## config.mk

```make
export PLATFORM = sky130hd
export DESIGN_NAME = vec_pipe_stage
export DESIGN_NICKNAME = d
export VERILOG_FILES = /design/src/rtl/vec_pipe_stage.sv
export SDC_FILE = /design/constraint.sdc
export NUM_CORES = 1
export LEC_CHECK = 0
export ABC_AREA = 1
export CORE_MARGIN = 2
export CORE_UTILIZATION = 31
export DETAILED_ROUTE_END_ITERATION = 12
export SLEW_MARGIN = 25
export SYNTH_ARGS = -nofsm -noshare
export SYNTH_HDL_FRONTEND = slang
export SYNTH_SLANG_ARGS = --single-unit
export TNS_END_PERCENT = 50
```

## constraint.sdc

```tcl
create_clock -name clk -period 1.9 [get_ports clk]
set_input_delay 0.38 -clock clk [delete_from_list [all_inputs] [get_ports clk]]
set_output_delay 0.38 -clock clk [all_outputs]
set_load 0.005 [all_outputs]
```

## src/rtl/vec_pipe_stage.sv

```systemverilog
// vec_pipe_stage: elastic pipeline register with a 2-entry skid buffer.
//
// The stage sits between two datapath stages. It carries the vector payload
// and the packed control bundle, and it lets the stages on either side stall
// independently. in_ready comes from a flop, so it never has a combinational
// path from out_ready.
//
// Ports
//   clk, rst        clock; synchronous active-high reset
//   flush           discard every buffered entry (flush wins over all but rst)
//   in_valid/ready  upstream handshake (in_ready is registered)
//   in_data/ctrl    upstream payload and control bundle
//   out_valid/ready downstream handshake
//   out_data/ctrl   payload and control to the next stage (ctrl is 0 on bubbles)
//   occupancy       number of buffered entries, 0..2
//
// Optional build macro VEC_PIPE_STAGE_STATS_EN adds the stall_cnt and
// xfer_cnt outputs. These are saturating 16-bit counters, and only rst clears them.
//
// state | meaning
// ------+----------------------------------------------
// EMPTY | nothing buffered, out_valid=0
// ONE   | main register holds the head beat
// TWO   | main holds the head, skid holds the next beat, in_ready=0
module vec_pipe_stage #(
  parameter int LANES  = 6,
  parameter int LANE_W = 8,
  parameter int CTRL_W = 8
) (
  input  logic                      clk,
  input  logic                      rst,
  input  logic                      flush,
  input  logic                      in_valid,
  output logic                      in_ready,
  input  logic [LANES*LANE_W-1:0]   in_data,
  input  logic [CTRL_W-1:0]         in_ctrl,
  output logic                      out_valid,
  input  logic                      out_ready,
  output logic [LANES*LANE_W-1:0]   out_data,
  output logic [CTRL_W-1:0]         out_ctrl,
  output logic [1:0]                occupancy
`ifdef VEC_PIPE_STAGE_STATS_EN
  ,
  output logic [15:0]               stall_cnt,
  output logic [15:0]               xfer_cnt
`endif
);

  localparam int DW = LANES * LANE_W;

  typedef enum logic [1:0] {
    ST_EMPTY = 2'd0,
    ST_ONE   = 2'd1,
    ST_TWO   = 2'd2
  } state_t;

  state_t            state, state_nxt;
  logic [DW-1:0]     main_data, skid_data;
  logic [CTRL_W-1:0] main_ctrl, skid_ctrl;
  logic              in_acc, out_acc;
  logic              load_main_in, load_main_skid, load_skid;

  assign out_valid = (state != ST_EMPTY);
  assign out_data  = main_data;
  assign out_ctrl  = main_ctrl;
  assign occupancy = state;
  assign in_acc    = in_valid & in_ready;
  assign out_acc   = out_valid & out_ready;

  always_comb begin
    state_nxt      = state;
    load_main_in   = 1'b0;
    load_main_skid = 1'b0;
    load_skid      = 1'b0;
    case (state)
      ST_EMPTY: begin
        if (in_acc) begin
          load_main_in = 1'b1;
          state_nxt    = ST_ONE;
        end
      end
      ST_ONE: begin
        if (in_acc && out_acc) begin
          load_main_in = 1'b1;
        end else if (in_acc) begin
          load_skid = 1'b1;
          state_nxt = ST_TWO;
        end else if (out_acc) begin
          state_nxt = ST_EMPTY;
        end
      end
      ST_TWO: begin
        if (out_acc) begin
          load_main_skid = 1'b1;
          state_nxt      = ST_ONE;
        end
      end
      default: state_nxt = ST_EMPTY;
    endcase
    // A beat handshaken in the flush cycle is accepted but dropped here.
    if (flush) begin
      state_nxt      = ST_EMPTY;
      load_main_in   = 1'b0;
      load_main_skid = 1'b0;
      load_skid      = 1'b0;
    end
  end

  always_ff @(posedge clk) begin
    if (rst) begin
      state     <= ST_EMPTY;
      in_ready  <= 1'b1;
      main_data <= '0;
      main_ctrl <= '0;
      skid_data <= '0;
      skid_ctrl <= '0;
    end else begin
      state    <= state_nxt;
      in_ready <= (state_nxt != ST_TWO);
      if (flush) begin
        main_data <= '0;
        main_ctrl <= '0;
        skid_data <= '0;
        skid_ctrl <= '0;
      end else begin
        if (load_main_in) begin
          main_data <= in_data;
          main_ctrl <= in_ctrl;
        end else if (load_main_skid) begin
          main_data <= skid_data;
          main_ctrl <= skid_ctrl;
        end else if (state_nxt == ST_EMPTY) begin
          // Bubbles must not carry write enables downstream.
          main_ctrl <= '0;
        end
        if (load_skid) begin
          skid_data <= in_data;
          skid_ctrl <= in_ctrl;
        end
      end
    end
  end

`ifdef VEC_PIPE_STAGE_STATS_EN
  always_ff @(posedge clk) begin
    if (rst) begin
      stall_cnt <= '0;
      xfer_cnt  <= '0;
    end else begin
      if (out_valid && !out_ready && (stall_cnt != 16'hFFFF))
        stall_cnt <= stall_cnt + 16'd1;
      if (out_acc && (xfer_cnt != 16'hFFFF))
        xfer_cnt <= xfer_cnt + 16'd1;
    end
  end
`endif

endmodule

```

Word level (Yosys, flattened, before mapping)
Index checks and enable logic that the tools add are counted.

Bits in registers: 115. Bits of input ports: 61. Output and inout port bits: 60. Word-level logic and storage cells: 40.

Equal/unequal tests: 3. Mux-type cells: 22. Bitwise gates (word level): 2. Reductions and logical operators: 7.

Operators by type and width (number): $mux W48 (2); $mux W8 (3); $mux W2 (6); $mux W1 (9); $pmux W2 S3 (1); $logic_not A2 Y1 (2); $reduce_bool A2 Y1 (2); $reduce_bool A3 Y1 (1); $and A1 B1 Y1 (2); $eq A2 B1 Y1 const B (1); $eq A2 B2 Y1 const B (1); $ne A2 B2 Y1 const B (1); $pmux W1 S2 (1); $reduce_or A2 Y1 (1); $logic_and A1 B1 Y1 (1).

Longest topological paths before layout
Depth in word-level cells: 11. Gate-level depth with buffers: 10. Mapped depth without buffers: 8.

Worst setup path after synthesis
OpenSTA, ideal clock, no wires.

Kind: in2reg. Start point: input port in_valid. End point: register skid_data[10]. Setup time: 0.113 ns. Arrival time: 1.288 ns. Required time: 1.787 ns. Slack: 0.499 ns. Stages on the path: 7. Path buffers: 2. Cell sequence: nand2_1 > nor2_8 > nand3_2 > buf_4 > buf_2 > o21ai_1 > nor2_1.

Longest elaborated chain between the ends: 5. Elaborated cells between the ends (all ways): 6. Those cells by class: mux (4); bitwise (1); reduce/logical (1).

RTL lines: start, declared (line 33) `input logic in_valid,`; $and A1 B1 Y1 (*) (line 67) `assign in_acc = in_valid & in_ready;`; $mux W1 or $logic_and A1 B1 Y1 (tied branches) (line 85, 83); $mux W1 (*) (line 83) `if (in_acc && out_acc) begin`; $mux W1 (*) (line 75) `case (state)`; $mux W1 (*) (line 101) `if (flush) begin`; end signal, assigned (line 137) `skid_data <= in_data;`; end, declared (line 58) `logic [DW-1:0] main_data, skid_data;`.

Every way passes the cells marked *; elsewhere a longest branch is shown, timed or not. A chain may end at the register's enable or synchronous reset.

Final worst setup path
Start point: register state[1], in the netlist occupancy[1]. End point: output port out_valid.

Longest elaborated chain between the ends: 1.

RTL lines: start, declared (line 57) `state_t state, state_nxt;`; start signal, assigned (line 118) `state <= state_nxt;`; $reduce_bool A2 Y1 (line 63) `assign out_valid = (state != ST_EMPTY);`; end, declared (line 37) `output logic out_valid,`.

Every way passes these cells.

==> out/metrics.yaml <==
cts:
  clock_latency_ps: 410
  h-tree-depth: 4
  cts_setup_buffers: 0
  cts_tree: "yes"
  root_buffer: "clkbuf_16"
  clk_pin_slew_ps: 50
  cts_hold_buf: 0
  cts_buffers: 17
  clockBufferDepth: 2
  clkSinkCount: 115
place:
  port-buffer-count: 120
  dp_hpwl_um: 7880
  gp_congestion: 0.731
timing:
  finalClockSkew_ps: 10.3
  fin_crit_ps: 1820
  fin_setup_tns_ps: 0
  finalHoldViolations: 0
  fmax_mhz: 551
  tightest_slew_ps: 318
  final_max_slew_viol_count: 0
  rsz0062_at_grt: "no"
  setup_violations: 0
  period_share: 0.956
  slew_headroom: 0.788
floorplanning:
  die_w_um: 129
  die_area_um2: 16600
  ios: 121
  start_util: 0.317
  num_rows: 45
  core_um2: 15200
  die_y_um: 129
detailed_routing:
  drt_iter0_markers: 281
  drtPass1Iterations: 4
  drt_wl_total_um: 12200
  ant_nets: 0
  vias_per_cell: 4.46
  vias: 4507
  wl_per_cell_um: 12.1
  drc: 0
critical_path:
  arrival_ps: 1440
  rrSetupSlack_ps: 450
  critPathLaunchType: "register"
  r2r_cells: 9
  crit_chain: "nor2_2 -> inv_1 -> clkdlybuf4s50_1"
  slowest_delay_ps: 490
  cp_num_buf_inv: 2
  critical_path_cell_count: 3
  criticalPathCategory: "reg2out"
  critPathCaptureType: "primary output"
  crit_slowest_cell: "clkdlybuf4s50_1"
  required_ps: 1520
  cp_max_fo: 7
  critPathTopFamily: "buffers and inverters"
status:
  status: "finished, final reports clean"
synth:
  synth_area_per_cell_um2: 6.95
  async_flop_share: 0
  synth_commonest_cells: "213 x nor2_1, 164 x nand2_1, 115 x dfxtp_1"
  seq_area_frac_synth: 0.477
  synth.most_common_cell: "nor2_1"
  synth_seq_cells: 115
  synth-main-ff-cell: "dfxtp_1"
  syn_area_um2: 4830
  synth.distinct_cells: 21
  netlist_top_cells_area: "dfxtp_1 48%, nor2_1 17%, nand2_1 13%"
  yosys.area.top_type: "dfxtp_1"
  syn_nets: 755
  syn_inst: 694
  synth_edf_count: 0
  yosysWarnings: 0
  synth_top_area_share: 0.477
finish:
  syn_to_final_growth_pct: 41.9
  antenna_cells: 0
  drive_above_1_share: 0.0863
  num-fill-cells: 1590
  num-nets-final: 871
global_routing:
  grt_overflow: 0
  grt_max_degree: 62
  grt_pass1_wl_um: 20500
  grt_pass1_vias: 4133
  grt_usage: 0.156
  antenna_found_initial: 0
worst_hold_path:
  min_path_cells: 2
  min_path_type: "reg2reg"
power_and_ir_drop:
  ir_worst_vdd_uv: 583
  power_mw: 6.30
  p_leak_nw: 2.78
  power_density_nw_per_um2: 920
job:
  cap_violations: 0
## kinds of logic (layout without fill, tap and decap cells)
family / after synthesis / after routing / share of synthesized area
DFF: 115 / 115 / 0.477
buffers and inverters: 61 / 190 / 0.0767
AOI/OAI and AO/OA: 61 / 61 / 0.0648
and+or+nand+nor: 457 / 457 / 0.381
## layer usage
metal	track usage	vias to the layer above	part of all wire
li1	-	2413	-
met1	0.205	1964	0.49
met3	0.0570	11	0.063
met5	0	-	0
met4	0.0537	0	0.0098
met2	0.237	119	0.44
## placed cells by master (no fill, tap or decap), drive strengths merged
cell type	instances
nor2	215
buf	23
nand3	74
o21ai	59
inv	15
nor3	1
bufinv	3
a21oi	2
clkinvlp	1
nand2	167
dfxtp	115
clkbuf	21
clkdlybuf4s50	120
clkinv	7
## tightest hold or removal path, stage by stage, from the launching register on
cell,delay [ps]
dfxtp_1,320
nor2_1,50
nor2_1,80
## sequential cells by signal, summed over array words and instances, names as in the netlist
signal / flops
occupancy: 2
out_data: 48
skid_ctrl: 8
out_ctrl: 8
skid_data: 48
in_ready: 1
## what timing repair did
action                     CTS  global route
setup endpoints to repair    2             1
gates resized for setup      2             2
cloned                       0             0
## where the power goes
| part | switching (mW) | internal (mW) |
|---|---|---|
| clock | 1.10 | 2.15 |
| sequential | 0.0294 | 2.46 |
| combinational | 0.261 | 0.300 |
| total | 1.39 | 4.91 |
## worst paths after layout
path                 startpoint             to
setup / recovery   occupancy[1]      out_valid
hold / removal    skid_data[11]  skid_data[11]
setup reg to reg   occupancy[1]   out_data[27]
hold reg to reg   skid_data[11]  skid_data[11]
## stage by stage
step	hold slack, ps	std cells	setup WS, ps	util	area (µm²)
final	479	1011	84.1	0.450	6850
after global routing	498	1011	8.22	0.450	6850
after global placement	461	979	-2.92	0.410	6240
after CTS	485	1011	7.05	0.450	6840
after detailed placement	471	979	-8.42	0.410	6240
after floorplan	452	694	499	-	4830
## layout make-up
cell class	instances	area, µm²	share of cell area
multi-input cells	518	2170	0.317
well taps	188	235	0.0344
inverters	15	56.3	0.00822
flip-flops and latches	115	2310	0.337
clock buffers	21	470	0.0687
repair buffers	143	1470	0.215
clock inverters	11	133	0.0194
Power figures use the tool's default switching activity.
